--- config.mk ---
export PLATFORM = sky130hd
export DESIGN_NAME = fetch_ctrl
export DESIGN_NICKNAME = d
export VERILOG_FILES = /design/src/rtl/fetch_ctrl.sv
export SDC_FILE = /design/constraint.sdc
export NUM_CORES = 1
export LEC_CHECK = 0
export CAP_MARGIN = 5
export CORE_MARGIN = 2
export CORE_UTILIZATION = 33
export CTS_CLUSTER_SIZE = 30
export DETAILED_ROUTE_END_ITERATION = 10
export PLACE_DENSITY = 0.59
export REMOVE_ABC_BUFFERS = 1
export SYNTH_ARGS = -nofsm -noshare
export SYNTH_HDL_FRONTEND = slang
export SYNTH_SLANG_ARGS = --single-unit
export TNS_END_PERCENT = 100
--- constraint.sdc ---
create_clock -name clk -period 9.4 [get_ports clk]
set_input_delay 1.41 -clock clk [delete_from_list [all_inputs] [get_ports clk]]
set_output_delay 1.41 -clock clk [all_outputs]
set_load 0.005 [all_outputs]
--- src/rtl/fetch_ctrl.sv ---
// Instruction fetch sequencer: owns the PC, runs the imem request/ack handshake and
// presents fetched instructions to decode. Optional ack timeout: define FETCH_TIMEOUT_EN.
`timescale 1ns/1ps

module fetch_ctrl #(
    parameter logic [31:0] RESET_PC = 32'h0000_0000,
    parameter int          MAX_WAIT = 16
) (
    input  logic        clk,
    input  logic        rst,
    output logic        imem_req,
    output logic [31:0] imem_addr,
    input  logic [31:0] imem_rdata,
    input  logic        imem_ack,
    output logic [31:0] inst,
    output logic        inst_valid,
    input  logic        inst_ready,
    input  logic        stall,
    input  logic [1:0]  pc_source,
    input  logic [31:0] reg_target,
    output logic [31:0] pc,
    output logic [31:0] npc,
    output logic        fetch_err
);

    if (MAX_WAIT < 1) begin : g_bad_wait
        $error("fetch_ctrl: MAX_WAIT must be at least 1");
    end

`ifdef FETCH_TIMEOUT_EN
    typedef enum logic [1:0] {
        IDLE  = 2'd0,
        FETCH = 2'd1,
        ISSUE = 2'd2,
        ERR   = 2'd3
    } state_t;

    localparam int CW = (MAX_WAIT > 2) ? $clog2(MAX_WAIT) : 1;
    localparam logic [CW-1:0] WAIT_LIMIT = CW'(MAX_WAIT - 1);

    logic [CW-1:0] wait_cnt_q;
    logic [CW-1:0] wait_cnt_d;
`else
    typedef enum logic [1:0] {
        IDLE  = 2'd0,
        FETCH = 2'd1,
        ISSUE = 2'd2
    } state_t;
`endif

    state_t      state_q;
    state_t      state_d;
    logic [31:0] pc_q;
    logic [31:0] pc_d;
    logic [31:0] inst_q;
    logic [31:0] inst_d;

    logic [31:0] pc4;
    logic [31:0] branch_off;
    logic        unused_bits;

    // Target-address bits below word alignment are deliberately discarded.
    assign unused_bits = &{1'b0, reg_target[1:0]};

    assign pc4        = pc_q + 32'd4;
    assign branch_off = {{14{inst_q[15]}}, inst_q[15:0], 2'b00};

    always_comb begin
        npc = pc4;
        unique case (pc_source)
            2'b00:   npc = pc4;
            2'b01:   npc = pc4 + branch_off;
            2'b10:   npc = {pc4[31:28], inst_q[25:0], 2'b00};
            2'b11:   npc = {reg_target[31:2], 2'b00};
            default: npc = pc4;
        endcase
    end

    always_comb begin
        state_d = state_q;
        pc_d    = pc_q;
        inst_d  = inst_q;
`ifdef FETCH_TIMEOUT_EN
        wait_cnt_d = wait_cnt_q;
`endif
        unique case (state_q)
            IDLE: begin
                state_d = FETCH;
`ifdef FETCH_TIMEOUT_EN
                wait_cnt_d = '0;
`endif
            end
            FETCH: begin
                // A same-cycle ack beats the timeout.
                if (imem_ack) begin
                    inst_d  = imem_rdata;
                    state_d = ISSUE;
                end
`ifdef FETCH_TIMEOUT_EN
                else if (wait_cnt_q == WAIT_LIMIT) begin
                    state_d = ERR;
                end else begin
                    wait_cnt_d = wait_cnt_q + 1'b1;
                end
`endif
            end
            ISSUE: begin
                if (inst_ready && !stall) begin
                    pc_d    = npc;
                    state_d = FETCH;
`ifdef FETCH_TIMEOUT_EN
                    wait_cnt_d = '0;
`endif
                end
            end
`ifdef FETCH_TIMEOUT_EN
            ERR: begin
                state_d = ERR;
            end
`endif
            default: begin
                state_d = IDLE;
            end
        endcase
    end

    always_ff @(posedge clk) begin
        if (rst) begin
            state_q <= IDLE;
            pc_q    <= RESET_PC;
            inst_q  <= 32'd0;
`ifdef FETCH_TIMEOUT_EN
            wait_cnt_q <= '0;
`endif
        end else begin
            state_q <= state_d;
            pc_q    <= pc_d;
            inst_q  <= inst_d;
`ifdef FETCH_TIMEOUT_EN
            wait_cnt_q <= wait_cnt_d;
`endif
        end
    end

    assign imem_req   = (state_q == FETCH);
    assign imem_addr  = pc_q;
    assign inst       = inst_q;
    assign inst_valid = (state_q == ISSUE);
    assign pc         = pc_q;
`ifdef FETCH_TIMEOUT_EN
    assign fetch_err  = (state_q == ERR);
`else
    assign fetch_err  = 1'b0;
`endif

endmodule

### After elaboration in Yosys (flattened, before gate mapping)

Index checks and enable logic that the tools add are counted.

* equal/unequal tests: 7
* muxes and demuxes: 4
* div/mod/pow operators: 0
* $add $sub $neg: 2
* bitwise operators: 0
* reductions and logical operators: 7
* $mul: 0
* $lt $le $gt $ge: 0
* shifts and indexed selects: 0

Operators by type and width (count)
* $pmux 32 s4: 1
* $add 32x3->32 const B: 1
* $add 32x32->32: 1
* $eq 2x2->1 const B: 3
* $pmux 2 s3: 1
* $reduce_and 2->1: 3
* $eq 2x1->1 const B: 2
* $logic_not 2->1: 2
* $mux 2: 2
* $ne 2x1->1 const B: 2
* $logic_and 1x1->1: 1
* $logic_not 1->1: 1

* output and inout bits: 131
* memories kept: 0
* logic and storage cells: 23
* bits in writable memories: 0
* input bits: 71
* latch bits: 0
* flip-flop bits (word level): 66
* bits in read-only memories: 0

### Logic depth before layout (Yosys ltp)

Gate-level depths: netlist of run 1.

* word-level depth: 4
* gate-level depth with buffers: 17
* mapped depth without buffers: 16

### Worst setup path before layout of run 1

OpenSTA, ideal clock, no wires.

* path type: flip-flop to output port
* start: register pc_q[2] (netlist: imem_addr[2])
* end: output npc[30]
* arrival time: 3.489 ns
* slack: 4.501 ns
* data required time: 7.990 ns
* cell stages (with the launch flop): 17
* cell sequence: dfxtp_1 ha_1 nand3_2 nor4_2 and4_1 buf_4 nand3_1 xnor2_1 ha_1 a21o_1 a2111oi_0 nor3_1 a21oi_1 mux2i_1 mux2_2 nand2b_1 a21oi_1

* word-level cells in the longest chain between the ends: 3

RTL lines
* start: declaration: line 53 `logic [31:0] pc_q;`
* start signal: assignment: line 137 `pc_q <= pc_d;`
* $add 32x3->32 *: line 65 `assign pc4 = pc_q + 32'd4;`
* $add 32x32->32: line 72 `2'b01: npc = pc4 + branch_off;`
* $pmux 32 s4 *: line 70 `unique case (pc_source)`
* end: declaration: line 22 `output logic [31:0] npc,`

Mark *: on every way between the ends. The rest lies on a longest branch, timed or not.

### Worst setup path in the final report of run 1

Ends and elaborated chain as after synthesis.

==> results of run 1 <==
## metrics by stage
stage	utilization, %	instance area (um2)	cells
finish	47.31	7874	1091
global route	47.31	7874	1091
CTS	47.31	7874	1091
detailed placement	45.20	7522	1075
global placement	45.20	7522	1075
floorplan	-	5226	651
## area by class of cell
cell class,count,area [um2]
well taps,220,275.3
inverters,16,60.06
fillers,1648,8768
clock inverters,6,112.6
repair buffers,204,2012
clock buffers,10,239.0
multi-input cells,569,3854
flip-flops and latches,66,1321
## power by group
group	leakage, nW	internal, mW	total, mW	switching, mW
Clock	0.173	0.267	0.406	0.138
Sequential	0.535	0.289	0.302	0.0128
Combinational	2.46	0.0928	0.167	0.0740
## flip-flops by register name (all words and copies together) (netlist names)
name	count
inst	32
state_q	2
imem_addr	32
## worst max-delay path by stage
stage | from | endpoint | slack, ns | depth (start not counted)
floorplan | imem_addr[2]$_SDFFE_PP0P_ | npc[30] | 4.48 | 15
global placement | imem_addr[2]$_SDFFE_PP0P_ | npc[30] | 3.24 | 16
detailed placement | imem_addr[2]$_SDFFE_PP0P_ | npc[30] | 3.23 | 16
CTS | imem_addr[2]$_SDFFE_PP0P_ | npc[30] | 2.82 | 16
global route | imem_addr[2]$_SDFFE_PP0P_ | npc[30] | 2.46 | 16
finish | imem_addr[2]$_SDFFE_PP0P_ | npc[30] | 2.84 | 16
## worst reg2reg max path: cells and delay by family (launching register included)
family | cells | cell delay, ns
AO/OA/AOI/OAI | 2 | 0.65
flip-flops | 1 | 0.50
XOR/XNOR | 2 | 0.42
AND/OR/NAND/NOR | 8 | 2.12
adder cells (fa/ha/maj) | 2 | 0.61
## cell usage in the layout, fill, tap and decap left out, types with 13 or more instances in the layout
cell type / Yosys / routed
sky130_fd_sc_hd__xor2_1: 13 / 13
sky130_fd_sc_hd__nor3_1: 20 / 20
sky130_fd_sc_hd__nand3_1: 17 / 17
sky130_fd_sc_hd__inv_1: 16 / 16
sky130_fd_sc_hd__mux2i_1: 22 / 22
sky130_fd_sc_hd__a21oi_1: 65 / 65
sky130_fd_sc_hd__nor2_1: 80 / 79
sky130_fd_sc_hd__clkdlybuf4s50_1: 0 / 195
sky130_fd_sc_hd__dfxtp_1: 66 / 66
sky130_fd_sc_hd__xnor2_1: 34 / 34
sky130_fd_sc_hd__nand2_1: 113 / 113
sky130_fd_sc_hd__a21o_1: 19 / 19
sky130_fd_sc_hd__ha_1: 34 / 34
## synth_stat cells (all sizes together), types with 10 or more instances
library cell / n / area share [%]
mux2i: 22 / 3.9
buf: 42 / 5.5
xor2: 14 / 2.3
nor2: 81 / 5.5
o21ai: 16 / 1.6
xnor2: 35 / 5.6
mux4: 12 / 4.8
clkbuf: 25 / 1.8
and3: 10 / 1.1
nand2: 114 / 7.6
nand3: 19 / 1.9
ha: 34 / 7.5
inv: 16 / 1.1
dfxtp: 66 / 23
a21o: 19 / 2.5
a21oi: 66 / 5.9
nor3: 20 / 1.8
## cells by family after synthesis
family,count (synthesis),share of synthesized area (%)
XOR/XNOR,49,7.866
multiplexers,36,9.085
AO/OA/AOI/OAI,157,18.95
buffers and inverters,84,8.509
adder cells (fa/ha/maj),35,7.888
other,1,0.06641
AND/OR/NAND/NOR,291,24.24
flip-flops,66,23.40
## layer usage
metal / global-route usage (%) / vias to the layer above / wire length (um)
met5: 0 / - / 0
met4: 7.719 / 0 / 440
met3: 3.491 / 25 / 1078
met2: 31.56 / 158 / 8106
met1: 28.21 / 2581 / 8803
li1: - / 2795 / -
==> results.ini, run 1 <==
[synthesis]
syn-mean-instance-area_um2=7.853
async_reset_ff_share_pct=0
syn-cell-area_um2=5647
ys.flop_type=sky130_fd_sc_hd__dfxtp_1
synthesis.yosys.warnings=0
post_synthesis_cell_type_count=78
synth_sequential_area_ratio_pct=23.40
synth_cells=719
synth_enable_flop_cells=0
flip_flop_and_latch_count_after_synthesis=66

[worst_setup_path]
setup.worst_path.start_class=flop
cp.required_ns=7.99
crit_path_max_fanout=7
cell_with_the_largest_stage_delay_on_the_worst_path=sky130_fd_sc_hd__nor4_2
timing_worst_setup_path_type=reg -> out
timing.critical_path.arrival_ns=5.15
reg2reg_depth=14
worstPathBufferInverterCount=1
crit_path_end_kind=output pin
critical_path.cell_chain=ha_1 > nand3_2 > nor4_2 > and4_1 > nand3_1 > xnor2_1 > ha_1 > a21o_1 > a2111oi_0 > nor3_1 > a21oi_1 > mux2i_1 > mux2_2 > nand2b_1 > a21oi_1 > clkdlybuf4s50_1
critical-path-top-delay-family=simple AND/OR/NAND/NOR gates
cpPeakStageDelay_ns=0.57
worst_r2r_startpoint=imem_addr[2]$_SDFFE_PP0P_
critical_path.reg2reg.endpoint=imem_addr[29]$_SDFFE_PP0P_
r2r_setup_slack_ns=4.99

[routing]
firstDrtPassIters=5
detailroute.via_count=5559
drt-vias-per-instance=5.095
drc_errors=0
routedWlPerCell_um=16.89
drt-total-wl_mm=18.43
postRouteAntennaNets=0
drt-initial-drc-count=253

[sta]
achievable-frequency_mhz=152.5
fin_setup_tns_ns=0
hold_violations=0
worst_pin_slew_ns=0.8864
final-max-slew-violation-count=0
period_needed_ns=6.559
finalCritPeriodShare_pct=69.78
fin_skew_ns=0.008080
slew-limit-headroom_pct=40.83
setup_viol=0
setup_repair_after_global_routing_missed_its_margin=false
crit_path_setup_slack_layout_ns=2.841
hold_ws_ns=0.4564

[die]
row_count=47
die_width_um=134.8
die_height_um=134.8
fp.dieArea_um2=18170
core_area_um2=16640
pin_count=202
initial_utilization_pct=33.93

[layout]
finish.net_count=972
area.growth.synth_to_final_pct=39.44
drive_above_1_share_pct=7.463
antennaDiodeCount=0

[placed_design]
port-buffer-count=198
globalplace.congestion=0.8463
post-place-ws_ns=3.226
detailedPlacementHpwl_mm=13.43

[clock_tree]
ctsHoldBuffers=0
tritoncts_clock_tree=done
cts_htree_levels=3
cts_setup_buffers=0
clock_latency_ns=0.34
max-clock-path-buffers=2
tritoncts.num_buffers=9
tritoncts_num_sinks=66
path_clk_slew_ns=0.06
clock_tree.root_cell=sky130_fd_sc_hd__clkbuf_16
resized_gates_after_cts=0

[min_path]
hp-class=reg -> reg
hp-start=inst[29]$_SDFFE_PP0P_
holdPathEnd=inst[29]$_SDFFE_PP0P_
hold_depth=2

[power_and_ir_drop]
power.static_leakage_nw=3.172
totalPowerFinal_uw=874.5
cellPowerDensity_nw_per_um2=111.1
power.ir.vdd_worst_mv=0.09297

[grt]
grt_antenna_before_repair=0
grt_start_max_net_pins=68
wire_length_of_the_first_global_routing_pass_mm=29.08
gr-total-overflow=0
grt_usage_pct=20.34
via_count_of_the_first_global_routing_pass=5328

[job]
timing.max_cap.violations=0

[outcome]
run_status=finished clean

Power figures use the tool's default switching activity.
==> run 2, diff against run 1 <==
--- a/config.mk
+++ b/config.mk
@@ -10,7 +10,7 @@
 export CORE_UTILIZATION = 33
 export CTS_CLUSTER_SIZE = 30
 export DETAILED_ROUTE_END_ITERATION = 10
-export PLACE_DENSITY = 0.59
+export PLACE_DENSITY = 0.61
 export REMOVE_ABC_BUFFERS = 1
 export SYNTH_ARGS = -nofsm -noshare
 export SYNTH_HDL_FRONTEND = slang
==> constraint.sdc (replaced) <==
create_clock -name clk -period 6.03 [get_ports clk]
set_input_delay 0.9045 -clock clk [delete_from_list [all_inputs] [get_ports clk]]
set_output_delay 0.9045 -clock clk [all_outputs]
set_load 0.005 [all_outputs]
==> results.ini, run 2 (synthesis gave the netlist of run 1 again) <==
[routing]
drt-vias-per-instance=5.145
firstDrtPassIters=5
routedWlPerCell_um=16.64
postRouteAntennaNets=0
drc_errors=0
drt-total-wl_mm=18.19
drt-initial-drc-count=338
detailroute.via_count=5624

[die]
die_width_um=134.8
pin_count=202
die_height_um=134.8
core_area_um2=16640
initial_utilization_pct=33.93
row_count=47
fp.dieArea_um2=18170

[sta]
period_needed_ns=5.659
finalCritPeriodShare_pct=93.85
slew-limit-headroom_pct=43.09
final-max-slew-violation-count=0
setup_repair_after_global_routing_missed_its_margin=false
worst_pin_slew_ns=0.8525
hold_violations=0
fin_skew_ns=0.009937
achievable-frequency_mhz=176.7
setup_viol=0
fin_setup_tns_ns=0

[placed_design]
detailedPlacementHpwl_mm=13.79
globalplace.congestion=0.8419
port-buffer-count=198

[clock_tree]
tritoncts_num_sinks=66
ctsHoldBuffers=0
max-clock-path-buffers=2
resized_gates_after_cts=0
clock_latency_ns=0.34
cts_setup_buffers=0
path_clk_slew_ns=0.06
clock_tree.root_cell=sky130_fd_sc_hd__clkbuf_16
tritoncts.num_buffers=9
cts_htree_levels=3
tritoncts_clock_tree=done

[grt]
grt_antenna_before_repair=0
grt_start_max_net_pins=39
via_count_of_the_first_global_routing_pass=5287
wire_length_of_the_first_global_routing_pass_mm=28.62
grt_usage_pct=19.89
gr-total-overflow=0

[layout]
layout.cells.most_common_list=sky130_fd_sc_hd__clkdlybuf4s50_1, sky130_fd_sc_hd__nand2_1, sky130_fd_sc_hd__nor2_1
drive_above_1_share_pct=7.675
finish.utilization_pct=47.15
antennaDiodeCount=0
final_common_cell=sky130_fd_sc_hd__clkdlybuf4s50_1
fillers=1703
area.growth.synth_to_final_pct=38.95
finish.net_count=974

[worst_setup_path]
worstPathBufferInverterCount=1
critical-path-top-delay-family=simple AND/OR/NAND/NOR gates
crit_path_end_kind=output pin
crit_path_max_fanout=6
cell_with_the_largest_stage_delay_on_the_worst_path=sky130_fd_sc_hd__clkdlybuf4s50_1
r2r_setup_slack_ns=2.06
critical_path_cell_count=16
timing.critical_path.arrival_ns=4.75
timing_worst_setup_path_type=reg -> out
critical_path.reg2reg.endpoint=imem_addr[31]$_SDFFE_PP0P_
worst_r2r_startpoint=imem_addr[3]$_SDFFE_PP0P_
setup.worst_path.start_class=flop
critical_path.cell_chain=ha_1 > nand3_2 > nor4_4 > and4_2 > nand3_1 > xnor2_1 > ha_1 > a21o_1 > a2111oi_0 > nor3_1 > a21oi_1 > mux2i_1 > mux2_2 > nand2b_1 > a21oi_1 > clkdlybuf4s50_1
cp.required_ns=5.13
cpPeakStageDelay_ns=0.52
reg2reg_depth=16

[job]
timing.max_cap.violations=0

[min_path]
hold_depth=2
hp-class=reg -> reg
holdPathEnd=inst[27]$_SDFFE_PP0P_
hp-start=inst[27]$_SDFFE_PP0P_

[power_and_ir_drop]
totalPowerFinal_mw=1.268
power.ir.vdd_worst_mv=0.1236
power.static_leakage_nw=3.170
cellPowerDensity_nw_per_um2=161.7

[outcome]
run_status=finished clean

-- run 2: layout make-up --
class                   instances  area (um2)  share of cell area [%]
well taps                     220       275.3                   3.508
flip-flops and latches         66        1323                   16.86
inverters                      16       60.06                  0.7654
repair buffers                206        2027                   25.83
multi-input cells             569        3864                   49.24
clock buffers                  12       246.5                   3.141
clock inverters                 4       51.30                  0.6538
-- run 2: power by group --
part	total, mW	internal, mW	switching (mW)
logic	0.260	0.145	0.115
registers	0.471	0.451	0.0199
clock network	0.538	0.332	0.206
total	1.27	0.927	0.341
-- run 2: worst reg2reg max path: stages (launching register included) --
cell and delay [ns]:
sky130_fd_sc_hd__dfxtp_1 0.44, sky130_fd_sc_hd__ha_1 0.25, sky130_fd_sc_hd__nand3_2 0.21, sky130_fd_sc_hd__nor4_4 0.37, sky130_fd_sc_hd__buf_4 0.18, sky130_fd_sc_hd__nand2_1 0.06
sky130_fd_sc_hd__xnor2_1 0.15, sky130_fd_sc_hd__ha_1 0.38, sky130_fd_sc_hd__and2_1 0.20, sky130_fd_sc_hd__o21ai_1 0.10, sky130_fd_sc_hd__a2111oi_2 0.37, sky130_fd_sc_hd__nor3_1 0.11
sky130_fd_sc_hd__a21oi_2 0.27, sky130_fd_sc_hd__a41oi_2 0.18, sky130_fd_sc_hd__xnor2_1 0.29, sky130_fd_sc_hd__mux2i_1 0.23, sky130_fd_sc_hd__nor3_1 0.06
-- run 2: metrics by stage --
stage               instance area, um2  hold slack (ns)  setup slack [ns]  cells
finish                            7846           0.4543            0.3709   1093
global route                      7846           0.4759           0.03152   1093
CTS                               7835           0.4582            0.1654   1093
detailed placement                7537           0.4494            0.5568   1077
global placement                  7537           0.4455            0.6043   1077
floorplan                         5226           0.4467             1.619    651
-- run 2: how the worst max path moves through the flow --
stage	startpoint	to	slack [ns]
after detailed placement	imem_addr[2]$_SDFFE_PP0P_	npc[30]	0.56
after global placement	imem_addr[2]$_SDFFE_PP0P_	npc[30]	0.60
after global routing	imem_addr[3]$_SDFFE_PP0P_	npc[30]	0.03
final	imem_addr[3]$_SDFFE_PP0P_	npc[30]	0.37
after floorplan	imem_addr[2]$_SDFFE_PP0P_	npc[30]	1.62
after CTS	imem_addr[2]$_SDFFE_PP0P_	npc[30]	0.17
-- run 2: layer usage --
metal	wire (um)	track usage [%]	vias to the layer above
met2	7974	30.29	153
met4	303	6.082	0
met1	8881	28.25	2658
li1	-	-	2795
met5	0	0	-
met3	1029	4.054	18
==> run 3, diff against run 2 <==
--- a/config.mk
+++ b/config.mk
@@ -7,10 +7,10 @@
 export LEC_CHECK = 0
 export CAP_MARGIN = 5
 export CORE_MARGIN = 2
-export CORE_UTILIZATION = 33
+export CORE_UTILIZATION = 35
 export CTS_CLUSTER_SIZE = 30
 export DETAILED_ROUTE_END_ITERATION = 10
-export PLACE_DENSITY = 0.61
+export PLACE_DENSITY = 0.76
 export REMOVE_ABC_BUFFERS = 1
 export SYNTH_ARGS = -nofsm -noshare
 export SYNTH_HDL_FRONTEND = slang
==> constraint.sdc (replaced) <==
create_clock -name clk -period 5.8 [get_ports clk]
set_input_delay 0.87 -clock clk [delete_from_list [all_inputs] [get_ports clk]]
set_output_delay 0.87 -clock clk [all_outputs]
set_load 0.005 [all_outputs]
==> results.ini, run 3 (synthesis gave the netlist of run 1 again) <==
[outcome]
run_status=finished clean

[clock_tree]
cts_htree_levels=3
ctsHoldBuffers=0
clock_tree.root_cell=sky130_fd_sc_hd__clkbuf_16
tritoncts_num_sinks=66
tritoncts_clock_tree=done
max-clock-path-buffers=2
path_clk_slew_ns=0.05
clock_latency_ns=0.34
tritoncts.num_buffers=9

[layout]
multiInputGateArea_um2=3904
finish.net_count=975
final_cells=1090
drive_above_1_share_pct=8.696
combined_flip_flop_and_latch_cell_area_um2=1330
layout.cells.most_common_list=sky130_fd_sc_hd__clkdlybuf4s50_1, sky130_fd_sc_hd__nand2_1, sky130_fd_sc_hd__nor2_1
area.growth.synth_to_final_pct=39.57
finish.utilization_pct=49.79
antennaDiodeCount=0
fillers=1545
final_common_cell=sky130_fd_sc_hd__clkdlybuf4s50_1

[routing]
routed-wl-met3_mm=1.306
drt-total-wl_mm=17.73
routedWlPerCell_um=16.27
dr_wl_met2_mm=8.254
firstDrtPassIters=5
met1_routed_wirelength_after_detailed_routing_mm=7.857
postRouteAntennaNets=0
drt-initial-drc-count=302
drc_errors=0
route.top_layer_used=met5
drt-vias-per-instance=5.211
detailroute.via_count=5680

[power_and_ir_drop]
power.ir.vdd_worst_mv=0.1289
clock_power_share_pct=40.9
comb_power_share_pct=21.0
sw_frac_of_total_pct=27.56
cell_internal_power_uw=931.3
switching_power_uw=354.3
cellPowerDensity_nw_per_um2=163.1
power.static_leakage_nw=3.190
power_frac_seq_pct=38.1
totalPowerFinal_mw=1.286

[sta]
hold_violations=0
fin_skew_ns=0.007383
fin_setup_tns_ns=0
setup_viol=0
period_needed_ns=5.461
setup_repair_after_global_routing_missed_its_margin=false
finalCritPeriodShare_pct=94.15
final-max-slew-violation-count=0
slew-limit-headroom_pct=37.02
achievable-frequency_mhz=183.1
worst_pin_slew_ns=0.9437

[placed_design]
detailedPlacementHpwl_mm=13.34
port-buffer-count=198
globalplace.congestion=0.8910
total_instance_count_after_detailed_placement=1072

[worst_setup_path]
timing_worst_setup_path_type=reg -> out
cp.required_ns=4.93
crit_path_max_fanout=7
timing.critical_path.arrival_ns=4.59
crit_path_end_kind=output pin
setup.worst_path.start_class=flop

[die]
die_width_um=131.0
pin_count=202
die_height_um=131.0
row_count=46
core_area_um2=15830
initial_utilization_pct=35.68
fp.dieArea_um2=17160

[job]
timing.max_cap.violations=0

[grt]
grt_usage_pct=20.40
grt_start_max_net_pins=39
grt_antenna_before_repair=1
wire_length_of_the_first_global_routing_pass_mm=27.23
via_count_of_the_first_global_routing_pass=5190
gr-total-overflow=0

[min_path]
hp-class=reg -> reg

==> run 3: power groups by stage <==
stage	Clock [mW]	Sequential, mW	Combinational (mW)
floorplan	0	0.495	0.108
global placement	0	0.498	0.267
detailed placement	0	0.499	0.270
CTS	0.536	0.489	0.272
global route	0.555	0.492	0.294
finish	0.526	0.490	0.270
==> run 3: layout make-up <==
| class | instances | share of cell area, % |
|---|---|---|
| Multi-Input combinational cell | 569 | 49.53 |
| Clock buffer | 12 | 3.254 |
| Sequential cell | 66 | 16.88 |
| Clock inverter | 4 | 0.3334 |
| Tap cell | 216 | 3.429 |
| Inverter | 16 | 0.7620 |
| Timing Repair Buffer | 207 | 25.81 |
==> run 3: stage by stage <==
step,area (um2),hold WS (ns),setup WS (ns)
2_1_floorplan,5226,0.4467,1.424
3_3_place_gp,7525,0.4404,0.4408
3_5_place_dp,7525,0.4528,0.3894
4_1_cts,7809,0.4605,0.01963
5_1_grt,7881,0.4799,0.03121
6_report,7881,0.4563,0.3392
==> run 3: what timing repair did <==
action / CTS / global route
buffers inserted: 0 / 2
setup endpoints to repair: 1 / 5
resized for setup: 1 / 15
cloned: 0 / 0
pin swaps: 0 / 2
==> run 3: critical path, cell delays in order (launching register included) <==
cell and delay (ns):
sky130_fd_sc_hd__dfxtp_2 0.42, sky130_fd_sc_hd__ha_1 0.23, sky130_fd_sc_hd__nand3_2 0.20, sky130_fd_sc_hd__nor4_4 0.27
sky130_fd_sc_hd__buf_4 0.18, sky130_fd_sc_hd__nand2_1 0.06, sky130_fd_sc_hd__xnor2_1 0.16, sky130_fd_sc_hd__ha_1 0.39
sky130_fd_sc_hd__and2_1 0.20, sky130_fd_sc_hd__o21ai_1 0.10, sky130_fd_sc_hd__a2111oi_2 0.38, sky130_fd_sc_hd__nor3_1 0.12
sky130_fd_sc_hd__a21oi_2 0.25, sky130_fd_sc_hd__a41oi_2 0.18, sky130_fd_sc_hd__xnor2_1 0.19, sky130_fd_sc_hd__and3_1 0.24
sky130_fd_sc_hd__nor3_1 0.17, sky130_fd_sc_hd__clkdlybuf4s50_1 0.53
==> run 3: worst paths after layout <==
| check | startpoint | to | slack [ns] | depth (start not counted) |
|---|---|---|---|---|
| setup / recovery | imem_addr[2]$_SDFFE_PP0P_ | npc[31] | 0.34 | 17 |
| hold / removal | inst[30]$_SDFFE_PP0P_ | inst[30]$_SDFFE_PP0P_ | 0.46 | 2 |
| setup reg to reg | imem_addr[2]$_SDFFE_PP0P_ | imem_addr[22]$_SDFFE_PP0P_ | 1.94 | 15 |
| hold reg to reg | inst[30]$_SDFFE_PP0P_ | inst[30]$_SDFFE_PP0P_ | 0.46 | 2 |
==> run 3: metal layers <==
metal | track usage, % | up-vias
met5 | 0 | -
met4 | 6.508 | 2
met3 | 4.805 | 20
met2 | 33.04 | 179
met1 | 26.86 | 2671
li1 | - | 2808
